[src/rtl/key_cmd_queue.sv]
// Key press command queue: collects per-key press pulses, grants one per cycle
// by fixed priority (DOWN > ROT > LEFT > RIGHT) into a small FIFO of 2-bit commands.
module key_cmd_queue #(
   parameter int DEPTH  = 4,
   parameter int DROP_W = 8
) (
   input  logic                     clk,
   input  logic                     rst,
   input  logic                     k_left,
   input  logic                     k_right,
   input  logic                     k_rot,
   input  logic                     k_down,
   output logic                     cmd_valid,
   output logic [1:0]               cmd,
   input  logic                     cmd_ready,
   output logic [$clog2(DEPTH):0]   level,
   output logic [DROP_W-1:0]        drop_cnt
);

   localparam int AW = $clog2(DEPTH);
   localparam int LW = AW + 1;
   localparam logic [LW-1:0] FULL_LVL = LW'(DEPTH);

   logic [3:0]        pend_q, pend_d;
   logic [1:0]        mem_q [DEPTH];
   logic [AW-1:0]     wr_ptr_q, wr_ptr_d;
   logic [AW-1:0]     rd_ptr_q, rd_ptr_d;
   logic [LW-1:0]     level_q, level_d;
   logic [DROP_W-1:0] drop_q, drop_d;

   logic [3:0] flags;
   logic [3:0] grant_vec;
   logic [1:0] grant_code;
   logic       push;
   logic       pop;
   logic       coalesce;

   assign flags = {k_down, k_rot, k_right, k_left};

   // Full is judged on the start-of-cycle level, so a same-cycle pop never frees a slot early.
   always_comb begin
      grant_vec  = '0;
      grant_code = '0;
      push       = 1'b0;
      if (level_q != FULL_LVL) begin
         if (pend_q[3]) begin
            grant_vec  = 4'b1000;
            grant_code = 2'd3;
            push       = 1'b1;
         end else if (pend_q[2]) begin
            grant_vec  = 4'b0100;
            grant_code = 2'd2;
            push       = 1'b1;
         end else if (pend_q[0]) begin
            grant_vec  = 4'b0001;
            grant_code = 2'd0;
            push       = 1'b1;
         end else if (pend_q[1]) begin
            grant_vec  = 4'b0010;
            grant_code = 2'd1;
            push       = 1'b1;
         end
      end
   end

   assign pop      = (level_q != '0) && cmd_ready;
   assign coalesce = |(flags & pend_q & ~grant_vec);

   always_comb begin
      pend_d   = (pend_q & ~grant_vec) | flags;
      wr_ptr_d = push ? wr_ptr_q + AW'(1) : wr_ptr_q;
      rd_ptr_d = pop  ? rd_ptr_q + AW'(1) : rd_ptr_q;
      level_d  = level_q;
      case ({push, pop})
         2'b10:   level_d = level_q + LW'(1);
         2'b01:   level_d = level_q - LW'(1);
         default: level_d = level_q;
      endcase
      drop_d = drop_q;
      if (coalesce && !(&drop_q)) begin
         drop_d = drop_q + DROP_W'(1);
      end
   end

   always_ff @(posedge clk) begin
      if (rst) begin
         pend_q   <= '0;
         wr_ptr_q <= '0;
         rd_ptr_q <= '0;
         level_q  <= '0;
         drop_q   <= '0;
      end else begin
         pend_q   <= pend_d;
         wr_ptr_q <= wr_ptr_d;
         rd_ptr_q <= rd_ptr_d;
         level_q  <= level_d;
         drop_q   <= drop_d;
      end
   end

   always_ff @(posedge clk) begin
      if (rst) begin
         for (int unsigned i = 0; i < DEPTH; i++) begin
            mem_q[i] <= '0;
         end
      end else if (push) begin
         mem_q[wr_ptr_q] <= grant_code;
      end
   end

   assign cmd_valid = (level_q != '0);
   assign cmd       = mem_q[rd_ptr_q];
   assign level     = level_q;
   assign drop_cnt  = drop_q;

endmodule

[config.mk]
export PLATFORM = sky130hd
export DESIGN_NAME = key_cmd_queue
export DESIGN_NICKNAME = d
export VERILOG_FILES = /design/src/rtl/key_cmd_queue.sv
export SDC_FILE = /design/constraint.sdc
export NUM_CORES = 1
export LEC_CHECK = 0
export CAP_MARGIN = 20
export CORE_MARGIN = 2
export CORE_UTILIZATION = 52
export CTS_CLUSTER_SIZE = 14
export DETAILED_ROUTE_END_ITERATION = 6
export PLACE_DENSITY = 0.74
export SYNTH_ARGS = -nofsm -noshare
export SYNTH_HDL_FRONTEND = slang
export SYNTH_SLANG_ARGS = --single-unit
[constraint.sdc]
create_clock -name clk -period 2.44 [get_ports clk]
set_input_delay 0.488 -clock clk [delete_from_list [all_inputs] [get_ports clk]]
set_output_delay 0.488 -clock clk [all_outputs]
set_load 0.02 [all_outputs]
==> flow_metrics.py <==
metrics = {
    "layout": {
        "final_core_util": 0.671,
        "drive_above_1_share": 0.105,
        "fin_cells": 201,
        "multi_input_area_um2": 672,
        "syn_to_final_growth_pct": 21.7,
        "seq_area_um2": 661,
        "num-nets-final": 180,
        "n_fill_cell": 211,
        "design_area_um2": 1680,
        "insertedDiodeCount": 0,
    },
    "logic_synthesis": {
        "synthArstFlopShare": 0,
        "synth_top_area_share": 0.305,
        "yosys_warnings": 0,
        "yosysMostFrequentCell": "nor2_1",
        "synth_edf_count": 8,
        "netlist_area_um2": 1380,
        "ys_ff_latch": 29,
        "syn-mean-instance-area_um2": 9.57,
        "syn_nets": 154,
        "yosys.area.top_type": "dfxtp_1",
        "ys_seq_area_frac": 0.480,
        "synth.distinct_cells": 37,
        "synth_commonest_cells": "nor2_1 (25), dfxtp_1 (21), nand2_1 (13), a21oi_1 (12), edfxtp_1 (8)",
        "synth_area_leaders": "dfxtp_1 (31%), edfxtp_1 (17%), nor2_1 (6.8%)",
        "synth_top_flop_cell": "dfxtp_1",
        "syn_inst": 144,
    },
    "critical_path": {
        "r2r-start": "pend_q[3]",
        "cp_cell_sequence": "mux4_2 -> clkdlybuf4s50_1",
        "crit_arrival_ns": 1.76,
        "end_kind": "primary output",
        "cp_max_fo": 2,
        "cp_top_family": "buffers and inverters",
        "crit_path_max_incr_delay_ns": 0.55,
        "crit_type": "reg2out",
        "critPathLaunchType": "register",
        "worst_path_max_delay_cell": "clkdlybuf4s50_1",
        "crit_required_ns": 1.95,
        "path_buf_inv": 1,
    },
    "clocking": {
        "cts-htree-levels": 2,
        "clkSinkCount": 29,
        "hold_buffers": 0,
        "clk_latency_ns": 0.32,
        "root_buffer": "clkbuf_4",
        "cts_buffer_depth": 2,
        "cts_tree": "built",
        "ctsResizeCount": 0,
        "numCtsBuffers": 5,
        "clk_pin_slew_ns": 0.08,
        "post_cts_buffers": 0,
    },
    "floorplanning": {
        "io_pins": 21,
        "fp.dieH_um": 55.5,
        "rows": 18,
        "start_util": 0.551,
        "die_area_um2": 3080,
        "die_w_um": 55.5,
        "core-area_um2": 2500,
    },
    "timing": {
        "slew_headroom": 0.751,
        "fin_crit_ns": 2.25,
        "fin_crit_sh": 0.923,
        "worstMarginPinSlew_ns": 0.371,
        "setup_violations": 0,
        "finalSetupTns_ns": 0,
        "finClkSkew_ns": 0.00146,
        "worst_slack_ns": 0.189,
        "rsz0062_at_grt": "no",
        "hold_slack_ns": 0.531,
        "hold_viol": 0,
        "report.final.slew_viol_count": 0,
        "max_freq_mhz": 444,
    },
    "grt": {
        "antenna_found_initial": 0,
        "grt_pass1_vias": 1023,
        "grt_max_degree": 20,
        "grt_pass1_wl_mm": 4.57,
        "track_usage": 0.190,
        "grt-ovfl-total": 0,
    },
    "placement": {
        "placed_cell_area_um2": 1630,
        "dpl_worst_slack_ns": 0.0602,
        "io_buffers": 20,
        "hpwl_mm": 1.95,
        "place.gp.congestion": 0.806,
        "placed_cells": 193,
    },
    "route": {
        "wl_mm": 2.57,
        "wl_per_cell_um": 12.8,
        "ant_nets": 0,
        "drtPass1Iterations": 4,
        "drt_iter0_drc": 25,
        "vias": 1096,
        "routed_via_density": 5.45,
        "drc": 0,
    },
    "power": {
        "cellLeakagePower_nw": 0.655,
        "power_density_nw_per_um2": 872,
        "power_mw": 1.46,
        "peakVddDrop_uv": 869,
    },
    "min_path": {
        "worstHoldPathType": "reg2reg",
        "worstHoldStart": "rd_ptr_q[1]",
    },
    "outcome": {
        "status": "complete, no violations",
    },
    "run": {
        "cap_violations": 0,
    },
}
-- registers in the layout, summed over array words and instances (netlist names), named ones only --
register,cells
level,3
drop_cnt,8
wr_ptr_q,2
pend_q,4
rd_ptr_q,2
mem_q,8
-- path summary, 6_finish.rpt --
| path | endpoint | slack [ns] | depth (start not counted) |
|---|---|---|---|
| setup reg to reg | level[2] | 0.24 | 9 |
| hold reg to reg | register | 0.53 | 2 |
| hold / removal | register | 0.53 | 2 |
| setup / recovery | cmd[1] | 0.19 | 2 |
-- metal layers --
metal  vias to the layer above  global-route usage  wire length [µm]
li1                        560                   -                 -
met1                       509               0.240              1150
met2                        24               0.308              1240
met3                         3              0.0656               147
met4                         0              0.0523                27
met5                         -                   0                 0
-- report_power, final --
part | leakage (nW) | switching (mW) | internal [mW]
Clock | 0.0300 | 0.156 | 0.104
Sequential | 0.256 | 0.0847 | 0.584
Combinational | 0.368 | 0.269 | 0.264
Total | 0.655 | 0.511 | 0.952
-- worst register-to-register path: stages (launching register included) --
cell	delay, ns
dfxtp_1	0.38
nor4_1	0.30
nor2_1	0.09
inv_1	0.14
ha_1	0.20
inv_1	0.06
fa_1	0.38
xor2_1	0.16
or3_1	0.30
a21oi_1	0.14
-- cell families (layout without fill, tap and decap cells) --
family	after synthesis	count (layout)	share of synthesized area
and+or+nand+nor	64	64	0.232
DFF	29	29	0.480
AOI/OAI and AO/OA	25	25	0.126
buffers and inverters	12	39	0.0327
xor gates and xnor gates	6	6	0.0382
muxes	5	5	0.0590
adders and majority gates	3	3	0.0327
-- cells in the final DEF (no fill, tap or decap), types with 2 or more instances in the layout --
cell type        Yosys  layout
o21ai_0              4       4
ha_1                 2       2
clkbuf_4             0       5
clkdlybuf4s50_1      0      20
dfxtp_1             21      21
buf_4                0       4
mux4_2               2       2
a31o_1               2       2
edfxtp_1             8       8
clkinv_1             0       2
nor2b_1              3       3
inv_1                7       7
a21oi_1             12      12
xnor2_1              3       3
nand2_1             13      13
and3_1               3       3
nor3_1               5       5
nand3_1              3       3
xor2_1               3       3
or3_1                3       3
nand2b_1             2       2
nor2_1              25      25
-- cell type report --
cell class / instances / share of cell area
clock buffers: 5 / 0.0224
well taps: 30 / 0.0224
flip-flops and latches: 29 / 0.394
clock inverters: 3 / 0.00746
multi-input cells: 103 / 0.401
inverters: 7 / 0.0157
repair buffers: 24 / 0.137
Note: power is estimated with default switching activity, not from simulation.
